--- config.mk ---
export PLATFORM = sky130hd
export DESIGN_NAME = traffic_timer
export DESIGN_NICKNAME = d
export VERILOG_FILES = /design/src/rtl/traffic_timer.sv
export SDC_FILE = /design/constraint.sdc
export NUM_CORES = 1
export LEC_CHECK = 0
export ABC_AREA = 1
export CAP_MARGIN = 20
export CORE_AREA = 2 2 69 71
export DETAILED_ROUTE_END_ITERATION = 7
export DIE_AREA = 0 0 71 73
export GPL_ROUTABILITY_DRIVEN = 1
export PLACE_DENSITY = 0.83
export SYNTH_ARGS = -nofsm -noshare
export SYNTH_HDL_FRONTEND = slang
export SYNTH_SLANG_ARGS = --single-unit
--- constraint.sdc ---
create_clock -name clk -period 3.6 [get_ports clk]
set_clock_uncertainty 0.1 [all_clocks]
set_input_delay 0.54 -clock clk [delete_from_list [all_inputs] [get_ports clk]]
set_output_delay 0.54 -clock clk [all_outputs]
set_load 0.01 [all_outputs]
--- src/rtl/traffic_timer.sv ---
// -----------------------------------------------------------------------------
// traffic_timer
//
// Interval timer and one-second tick generator for the traffic-light
// sequencer. A one-cycle start request (st) with an interval select (sel)
// loads a duration from a small reprogrammable table. The timer counts that
// duration down on the divided tick (en) and returns a one-cycle expired
// pulse (ex) when it elapses.
//
// Parameters
//   DIV     clk cycles per tick (>= 2)
//   BASE_T  default base interval in ticks (1..15)
//   EXT_T   default extended interval in ticks (1..15)
//   YEL_T   default yellow interval in ticks (1..15)
//
// Ports
//   clk              in   single clock, rising edge
//   reset            in   synchronous, active-high
//   st               in   start / restart request
//   sel[1:0]         in   interval select: 00 base, 01 ext, 10 yellow, 11 base
//   reprogram        in   duration table write strobe
//   extTimeSelector  in   entry to write: 00 base, 01 ext, 10 yellow,
//                         11 restore all defaults
//   extTimeValue[3:0] in  value to write (0 is ignored)
//   en               out  one-cycle tick every DIV cycles
//   ex               out  one-cycle interval-expired pulse
//   busy             out  high while an interval is running
//   tv[3:0]          out  duration latched at the most recent start
//   remaining[3:0]   out  ticks left in the current interval
// -----------------------------------------------------------------------------
module traffic_timer #(
    parameter int DIV    = 50_000_000,
    parameter int BASE_T = 6,
    parameter int EXT_T  = 3,
    parameter int YEL_T  = 2
) (
    input  logic       clk,
    input  logic       reset,
    input  logic       st,
    input  logic [1:0] sel,
    input  logic       reprogram,
    input  logic [1:0] extTimeSelector,
    input  logic [3:0] extTimeValue,
    output logic       en,
    output logic       ex,
    output logic       busy,
    output logic [3:0] tv,
    output logic [3:0] remaining
);

    // Keep a duration inside the legal 1..15 range so that an out-of-range
    // parameter can never produce a zero-length or truncated interval.
    function automatic logic [3:0] clamp_dur(input int v);
        if (v < 1) begin
            return 4'd1;
        end else if (v > 15) begin
            return 4'd15;
        end else begin
            return 4'(v);
        end
    endfunction

    // Table lookup for a start request; select 11 aliases to base.
    function automatic logic [3:0] pick_dur(input logic [1:0] s,
                                            input logic [3:0] b,
                                            input logic [3:0] e,
                                            input logic [3:0] y);
        case (s)
            2'b01:   return e;
            2'b10:   return y;
            default: return b;
        endcase
    endfunction

    localparam int              CNT_W    = (DIV > 2) ? $clog2(DIV) : 1;
    localparam logic [CNT_W-1:0] CNT_LAST = CNT_W'(DIV - 1);

    localparam logic [3:0] BASE_DEF = clamp_dur(BASE_T);
    localparam logic [3:0] EXT_DEF  = clamp_dur(EXT_T);
    localparam logic [3:0] YEL_DEF  = clamp_dur(YEL_T);

    typedef enum logic {
        IDLE = 1'b0,
        RUN  = 1'b1
    } state_t;

    state_t           state, state_nxt;
    logic [CNT_W-1:0] cnt, cnt_nxt;
    logic [3:0]       remaining_nxt;
    logic [3:0]       tv_nxt;
    logic             ex_nxt;
    logic [3:0]       base_dur, base_nxt;
    logic [3:0]       ext_dur, ext_nxt;
    logic [3:0]       yel_dur, yel_nxt;
    logic [3:0]       load_dur;

    // ------------------------------------------------------------------
    // Tick divider
    // ------------------------------------------------------------------
    assign en = (cnt == CNT_LAST);

    // A start realigns the divider so that the first decrement lands
    // exactly DIV cycles after the start edge.
    always_comb begin
        cnt_nxt = en ? '0 : cnt + CNT_W'(1);
        if (st) begin
            cnt_nxt = '0;
        end
    end

    // ------------------------------------------------------------------
    // Duration table
    // ------------------------------------------------------------------
    always_comb begin
        base_nxt = base_dur;
        ext_nxt  = ext_dur;
        yel_nxt  = yel_dur;
        if (reprogram) begin
            case (extTimeSelector)
                2'b00: if (extTimeValue != 4'd0) base_nxt = extTimeValue;
                2'b01: if (extTimeValue != 4'd0) ext_nxt  = extTimeValue;
                2'b10: if (extTimeValue != 4'd0) yel_nxt  = extTimeValue;
                default: begin
                    base_nxt = BASE_DEF;
                    ext_nxt  = EXT_DEF;
                    yel_nxt  = YEL_DEF;
                end
            endcase
        end
    end

    // Starts read the registered table, so a write in the same cycle as a
    // start only affects later starts.
    assign load_dur = pick_dur(sel, base_dur, ext_dur, yel_dur);

    // ------------------------------------------------------------------
    // Interval FSM: next state and outputs
    // ------------------------------------------------------------------
    always_comb begin
        state_nxt     = state;
        remaining_nxt = remaining;
        tv_nxt        = tv;
        ex_nxt        = 1'b0;
        unique case (state)
            IDLE: begin
                if (st) begin
                    state_nxt     = RUN;
                    remaining_nxt = load_dur;
                    tv_nxt        = load_dur;
                end
            end
            RUN: begin
                // Restart has priority over a coincident tick, including
                // the final one, so a restarted interval never reports ex.
                if (st) begin
                    remaining_nxt = load_dur;
                    tv_nxt        = load_dur;
                end else if (en) begin
                    if (remaining > 4'd1) begin
                        remaining_nxt = remaining - 4'd1;
                    end else begin
                        remaining_nxt = 4'd0;
                        ex_nxt        = 1'b1;
                        state_nxt     = IDLE;
                    end
                end
            end
            default: begin
                state_nxt = IDLE;
            end
        endcase
    end

    assign busy = (state == RUN);

    // ------------------------------------------------------------------
    // State registers
    // ------------------------------------------------------------------
    always_ff @(posedge clk) begin
        if (reset) begin
            state     <= IDLE;
            cnt       <= '0;
            remaining <= 4'd0;
            tv        <= 4'd0;
            ex        <= 1'b0;
            base_dur  <= BASE_DEF;
            ext_dur   <= EXT_DEF;
            yel_dur   <= YEL_DEF;
        end else begin
            state     <= state_nxt;
            cnt       <= cnt_nxt;
            remaining <= remaining_nxt;
            tv        <= tv_nxt;
            ex        <= ex_nxt;
            base_dur  <= base_nxt;
            ext_dur   <= ext_nxt;
            yel_dur   <= yel_nxt;
        end
    end

endmodule

# Word level (Yosys, flattened, before mapping)
# Cells that the tools add are included.
dict set report word_totals {
  regBits 48
  input_bits 12
  out_inout_bits 11
  elab_cells 53
}
dict set report classes {
  add_sub_neg 2
  n_lt_le_gt_ge 1
  n_eq_ne 10
  n_mux 16
  bitwise 5
  n_reduce_logical 11
}
# op n
set op_table {}
lappend op_table {{$pmux 4 s2} 5}
lappend op_table {{$add 26x1->26 const B} 1}
lappend op_table {{$eq 26x26->1 const B} 1}
lappend op_table {{$mux 4} 5}
lappend op_table {{$reduce_and 3->1} 3}
lappend op_table {{$ne 2x2->1 const B} 4}
lappend op_table {{$reduce_or 2->1} 3}
lappend op_table {{$mux 1} 5}
lappend op_table {{$not 1->1} 5}
lappend op_table {{$eq 2x1->1 const B} 2}
lappend op_table {{$eq 2x2->1 const B} 2}
lappend op_table {{$gt 4x1->1 const B} 1}
lappend op_table {{$reduce_bool 4->1} 1}
lappend op_table {{$reduce_or 4->1} 1}
lappend op_table {{$sub 4x1->4 const B} 1}
lappend op_table {{$ne 3x3->1 const B} 1}
lappend op_table {{$reduce_or 3->1} 1}
lappend op_table {{$logic_not 2->1} 1}
lappend op_table {{$pmux 1 s2} 1}
lappend op_table {{$reduce_and 2->1} 1}

# Depth between registers and ports, before layout
# Gate-level depths: netlist of the first run.
dict set report depth {
  depth_word 5
  depth_mapped 11
  ltp_nobuf 11
}

# Worst setup path before layout of the first run
# Ideal clock, no wire load.
dict set report synth_timing {
  path_type {register -> output}
  from {register cnt[0]}
  to {output en}
  t_arrival_ns 1.161
  t_required_ns 2.960
  path_slack_ns 1.799
  stages_incl_launch_ff 8
  path_buffers 0
  path_cell_list {dfxtp_1 ha_1 nand2_2 nor2_4 nand2_4 nor2_4 nand2_2 inv_1}
}
dict set report synth_via {
  elab_chain_cells 1
}
# element line_no
set synth_lines {}
lappend synth_lines {{start, declared} 88} ;# logic [CNT_W-1:0] cnt, cnt_nxt;
lappend synth_lines {{start signal, assigned} 191} ;# cnt <= cnt_nxt;
lappend synth_lines {{$eq 26x26->1} 100} ;# assign en = (cnt == CNT_LAST);
lappend synth_lines {{end, declared} 44} ;# output logic en,
# Every way passes these cells.

# Worst setup path after layout of the first run
# Ends and elaborated chain as after synthesis.

==> flow_summary.toml, run 1 <==
[run_status]
outcome = "complete, no violations"

[final_layout]
final-seq-area_um2 = 960.9
utilization_pct = 65.88
area.growth.synth_to_final_pct = 13.93
final_common_cell = "nand2_1"
nNetsFinal = 440
layout_common_cells = "nand2_1, nor2_1, inv_1, dfxtp_1, nand3_1"
fillCellCount = 407
multiInputGateArea_um2 = 1448
drive_gt1_share_pct = 5.463
antennaDiodeCount = 0
final_cells = 475
final_area_um2 = 2988

[sta]
setup_viol = 0
fmax_mhz = 363.5
drv_slew = 0
finalSetupTns_ns = 0
rsz0062_at_grt = "no"
period_needed_ns = 2.751
relSlewSlack_pct = 65.46
timing.final.crit_share_pct = 76.42
hold_viol_final = 0
tightest_slew_ns = 0.5162

[global_routing]
antenna_found_initial = 0
grt_pass1_wl_um = 9991
grt.met3_usage_pct = 5.663
grt.busiest_layer = "met2"
use_met1_pct = 27.58
grt_pass1_vias = 2420
track_usage_pct = 23.75
grt_max_degree = 27
overflow = 0
met2_usage_pct = 43.93

[worst_setup_path]
worst_setup_path_end_kind = "output pin"
crit_slowest_cell = "clkdlybuf4s50_1"
rr_worst_depth = 8
r2r_end = "cnt[18]"
r2r_start = "cnt[0]"
critPathLaunchType = "flip-flop"
cp_max_fo = 6
cp.arrival_ns = 2.11
cp_top_family = "buffers and inverters"
cpPeakStageDelay_ns = 0.53
r2r_setup_slack_ns = 1.82
startpoint = "cnt[0]"
crit_buf_inv = 2
cp.required_ns = 2.96
path_cells = "ha_1, nand2_2, nor2_4, nand2_4, nor2_4, nand2_2, inv_1, clkdlybuf4s50_1"
path_class = "reg2out"

[floorplan]
die_area_um2 = 5183
die_h_um = 73
io_pins = 23
fp.coreArea_um2 = 4536
num_rows = 25
initial_core_util_pct = 57.82
fp.dieW_um = 71

[min_path]
min_path_type = "reg2reg"
hold_end = "yel_dur[1]"
holdPathStages = 2
min_from = "yel_dur[1]"

[placed_design]
portBuffers = 22
placed_area_um2 = 2880
place_congestion = 0.9154
dp.cells = 467
dp_hpwl_um = 4256

[job]
maxCapViolCount = 0

[clocking]
cts_tree = "done"
numCtsBuffers = 5
clkSinkCount = 48
postCtsHoldBufs = 0
insertion_delay_ns = 0.30
clock_path_buffers = 2
clk_pin_slew_ns = 0.08
post_cts_buffers = 0
cts_root_buf = "clkbuf_8"
cts.repair.resized = 0
cts-htree-levels = 2

[route]
vias = 2457
ant_nets = 0
drt-initial-drc-count = 187
drt_wl_total_um = 5651
wl_per_cell_um = 11.90
dr.pass1.iters = 5
vias_per_cell = 5.173
route.detailed.drc = 0

[power]
p_total_mw = 1.088
ir_worst_vdd_v = 0.0002435
power.density_nw_per_um2 = 364.0
p_leak_nw = 1.151

[synthesis]
ys_ff_latch = 48
synth_fp_nets = 414
netlist_instances = 394
synth.area.top_cells = "dfxtp_1, nand2_1, nor2_1"
avgSynthCellArea_um2 = 6.656
synth_area_leader_cell = "dfxtp_1"
synth_cell_type_count = 26
synth_top_area_share_pct = 36.64
ys_seq_area_share_pct = 36.64
ys_warn_count = 0
syn_area_um2 = 2623
[per-layer routing]
layer  wire, µm  vias up
li1           -     1307
met1       2581     1090
met2       2777       53
met3        237        7
met4         55        0
met5          0        -
[worst min-delay path, stage by stage (launching register included)]
cell and delay, ns:
dfxtp_1 0.34, nand2_1 0.06, nand3_1 0.05
[state kept, by name, summed over array words and instances, names as in the netlist]
name	count
base_dur	4
busy	1
cnt	26
ex	1
ext_dur	4
remaining	4
tv	4
yel_dur	4
[cell usage after synthesis, drive strengths merged]
cell and count:
nand2 117, nor2 62, dfxtp 48, inv 48, nand3 32, a21oi 22
nor3 14, o21ai 12, ha 8, nand3b 7, nand4 6, nor3b 3
xnor2 3, xor2 3, buf 2, o211ai 2, o22ai 2, clkbuf 1
clkinv 1, nor4 1
[power breakdown]
| group | internal [mW] | switching [mW] | total, mW |
|---|---|---|---|
| combinational | 0.0603 | 0.0781 | 0.138 |
| sequential | 0.551 | 0.0144 | 0.565 |
| clock | 0.206 | 0.178 | 0.384 |
[per-stage QoR]
step           hold slack [ns]  setup slack [ns]
2_1_floorplan           0.3287             1.799
3_3_place_gp            0.3513             1.251
3_5_place_dp            0.3520             1.183
4_1_cts                 0.3770            0.8436
5_1_grt                 0.3982            0.7437
6_report                0.3726            0.8488
[area by class of cell]
class | count | share of cell area [%]
clock buffer | 6 | 2.429
clock inverter | 2 | 1.173
inverter | 49 | 6.156
multi-input combinational | 294 | 48.45
sequential | 48 | 32.16
tap | 54 | 2.261
timing repair buffer | 22 | 7.370
[worst max path at each step]
| stage | depth (start not counted) | slack, ns | to |
|---|---|---|---|
| after floorplan | 7 | 1.80 | en |
| final | 8 | 0.85 | en |
| after CTS | 8 | 0.84 | en |
| after global placement | 8 | 1.25 | en |
| after detailed placement | 8 | 1.18 | en |
| after global routing | 8 | 0.74 | en |
[cell families after synthesis]
| logic type | count (synthesis) | synth area share, % |
|---|---|---|
| buffers and inverters | 52 | 8.158 |
| AOI/OAI and AO/OA | 38 | 7.538 |
| xor gates and xnor gates | 6 | 2.004 |
| DFF | 48 | 36.64 |
| adders and majority gates | 8 | 3.817 |
| and+or+nand+nor | 242 | 41.84 |
No activity file was read; power rests on OpenSTA's default activity.
==> run 2: changes to the inputs <==
--- a/config.mk
+++ b/config.mk
@@ -7,11 +7,11 @@
 export LEC_CHECK = 0
 export ABC_AREA = 1
 export CAP_MARGIN = 20
-export CORE_AREA = 2 2 69 71
+export CORE_AREA = 2 2 75 77
 export DETAILED_ROUTE_END_ITERATION = 7
-export DIE_AREA = 0 0 71 73
+export DIE_AREA = 0 0 77 79
 export GPL_ROUTABILITY_DRIVEN = 1
-export PLACE_DENSITY = 0.83
+export PLACE_DENSITY = 0.74
 export SYNTH_ARGS = -nofsm -noshare
 export SYNTH_HDL_FRONTEND = slang
 export SYNTH_SLANG_ARGS = --single-unit
==> constraint.sdc (replaced) <==
create_clock -name clk -period 2.3 [get_ports clk]
set_clock_uncertainty 0.1 [all_clocks]
set_input_delay 0.345 -clock clk [delete_from_list [all_inputs] [get_ports clk]]
set_output_delay 0.345 -clock clk [all_outputs]
set_load 0.01 [all_outputs]
==> flow_summary.toml, run 2 (synthesized netlist as in run 1, its figures left out) <==
[final_layout]
nNetsFinal = 447
drive_gt1_share_pct = 7.243
final_area_um2 = 3063
final-seq-area_um2 = 962.2
multiInputGateArea_um2 = 1448
final_common_cell = "nand2_1"
largest_reg_flops = 26
regMostFlops = "cnt"
antennaDiodeCount = 0
layout_common_cells = "nand2_1, nor2_1, inv_1"
fillCellCount = 531
area.growth.synth_to_final_pct = 16.79

[clocking]
clock_path_buffers = 2
clkSinkCount = 48
postCtsHoldBufs = 0
insertion_delay_ns = 0.30
cts_root_buf = "clkbuf_8"
clk_pin_slew_ns = 0.09
cts_tree = "done"
cts-htree-levels = 2
numCtsBuffers = 5

[route]
wl_per_cell_um = 11.38
route.detailed.drc = 0
drt-initial-drc-count = 123
drt_wl_total_um = 5691
vias_per_cell = 4.976
ant_nets = 0
vias = 2488
dr.pass1.iters = 4

[worst_setup_path]
critPathLaunchType = "flip-flop"
cp.arrival_ns = 1.65
worst_setup_path_end_kind = "output pin"
path_class = "reg2out"
cp_max_fo = 4
cp.required_ns = 1.86

[floorplan]
die_h_um = 79
die_area_um2 = 6083
io_pins = 23
fp.coreArea_um2 = 5338
fp.dieW_um = 77
num_rows = 27
initial_core_util_pct = 49.13

[power]
intPower_mw = 1.283
seqPwrFrac_pct = 51.7
comb_power_share_pct = 12.8
p_leak_nw = 1.193
ir_worst_vdd_v = 0.0003809
swShare_pct = 25.01
switching_power_mw = 0.4279
clock_power_share_pct = 35.5
power.density_nw_per_um2 = 558.6

[global_routing]
antenna_found_initial = 0
grt_pass1_wl_um = 10310
grt_pass1_vias = 2450
grt_max_degree = 27
track_usage_pct = 20.93
overflow = 0

[placed_design]
place_congestion = 0.9065
pre_cts_slack_ns = 0.1371
placed_area_um2 = 2955
dp_hpwl_um = 4438
portBuffers = 22

[sta]
relSlewSlack_pct = 67.49
drv_slew = 0
period_needed_ns = 2.099
tightest_slew_ns = 0.4839
setup_viol = 0
timing.final.crit_share_pct = 91.25
final.setup.worst_slack_ns = 0.2012
rsz0062_at_grt = "no"
finalSetupTns_ns = 0
hold_slack_ns = 0.3698
hold_viol_final = 0
fmax_mhz = 476.5

[run_status]
outcome = "complete, no violations"

[job]
maxCapViolCount = 0

[min_path]
min_path_type = "reg2reg"
-- run 2: cell type report --
class                           count  area share [%]
Clock inverter                      2           1.144
Tap cell                           72           2.941
Multi-Input combinational cell    294           47.26
Inverter                           49           6.005
Clock buffer                        6           2.369
Sequential cell                    48           31.41
Timing Repair Buffer               29           8.864
-- run 2: path summary, 6_finish.rpt --
path,from,end,slack (ns),depth (start not counted)
worst max-delay path,cnt[0],en,0.20,8
worst min-delay path,yel_dur[1],yel_dur[1],0.37,2
worst max register to register,cnt[0],cnt[2],0.70,8
worst min register to register,yel_dur[1],yel_dur[1],0.37,2
-- run 2: stage by stage --
step / power (mW) / util, % / std cells
after detailed placement: 1.124 / 55.37 / 492
after global routing: 1.801 / 57.38 / 500
after CTS: 1.725 / 57.38 / 500
after floorplan: 1.039 / - / 394
final: 1.711 / 57.38 / 500
after global placement: 1.119 / 55.37 / 492
-- run 2: per-layer routing --
layer | share of wire (%) | GRT usage [%] | vias up | wire [µm]
li1 | - | - | 1317 | -
met4 | 2.0 | 7.857 | 0 | 116
met2 | 49 | 38.86 | 46 | 2773
met5 | 0 | 0 | - | 0
met1 | 45 | 23.25 | 1115 | 2569
met3 | 4.1 | 4.886 | 10 | 233
-- run 2: worst max-delay path: stages (launching register included) --
cell,delay (ns)
dfxtp_1,0.35
ha_1,0.19
nand2_2,0.09
nor2_4,0.12
nand2_4,0.09
nor2_4,0.11
nand2_2,0.09
inv_1,0.06
dlygate4sd2_1,0.26
-- run 2: timing repair --
action / CTS / global route
setup buffers: 0 / 0
resized for setup: 2 / 0
endpoints found under the setup margin: 1 / 0
-- run 2: power groups by stage --
stage | Clock, mW | Combinational [mW] | Sequential (mW)
after detailed placement | 0 | 0.221 | 0.903
after global placement | 0 | 0.216 | 0.903
after floorplan | 0 | 0.134 | 0.905
final | 0.608 | 0.219 | 0.884
after CTS | 0.620 | 0.221 | 0.884
after global routing | 0.659 | 0.253 | 0.889
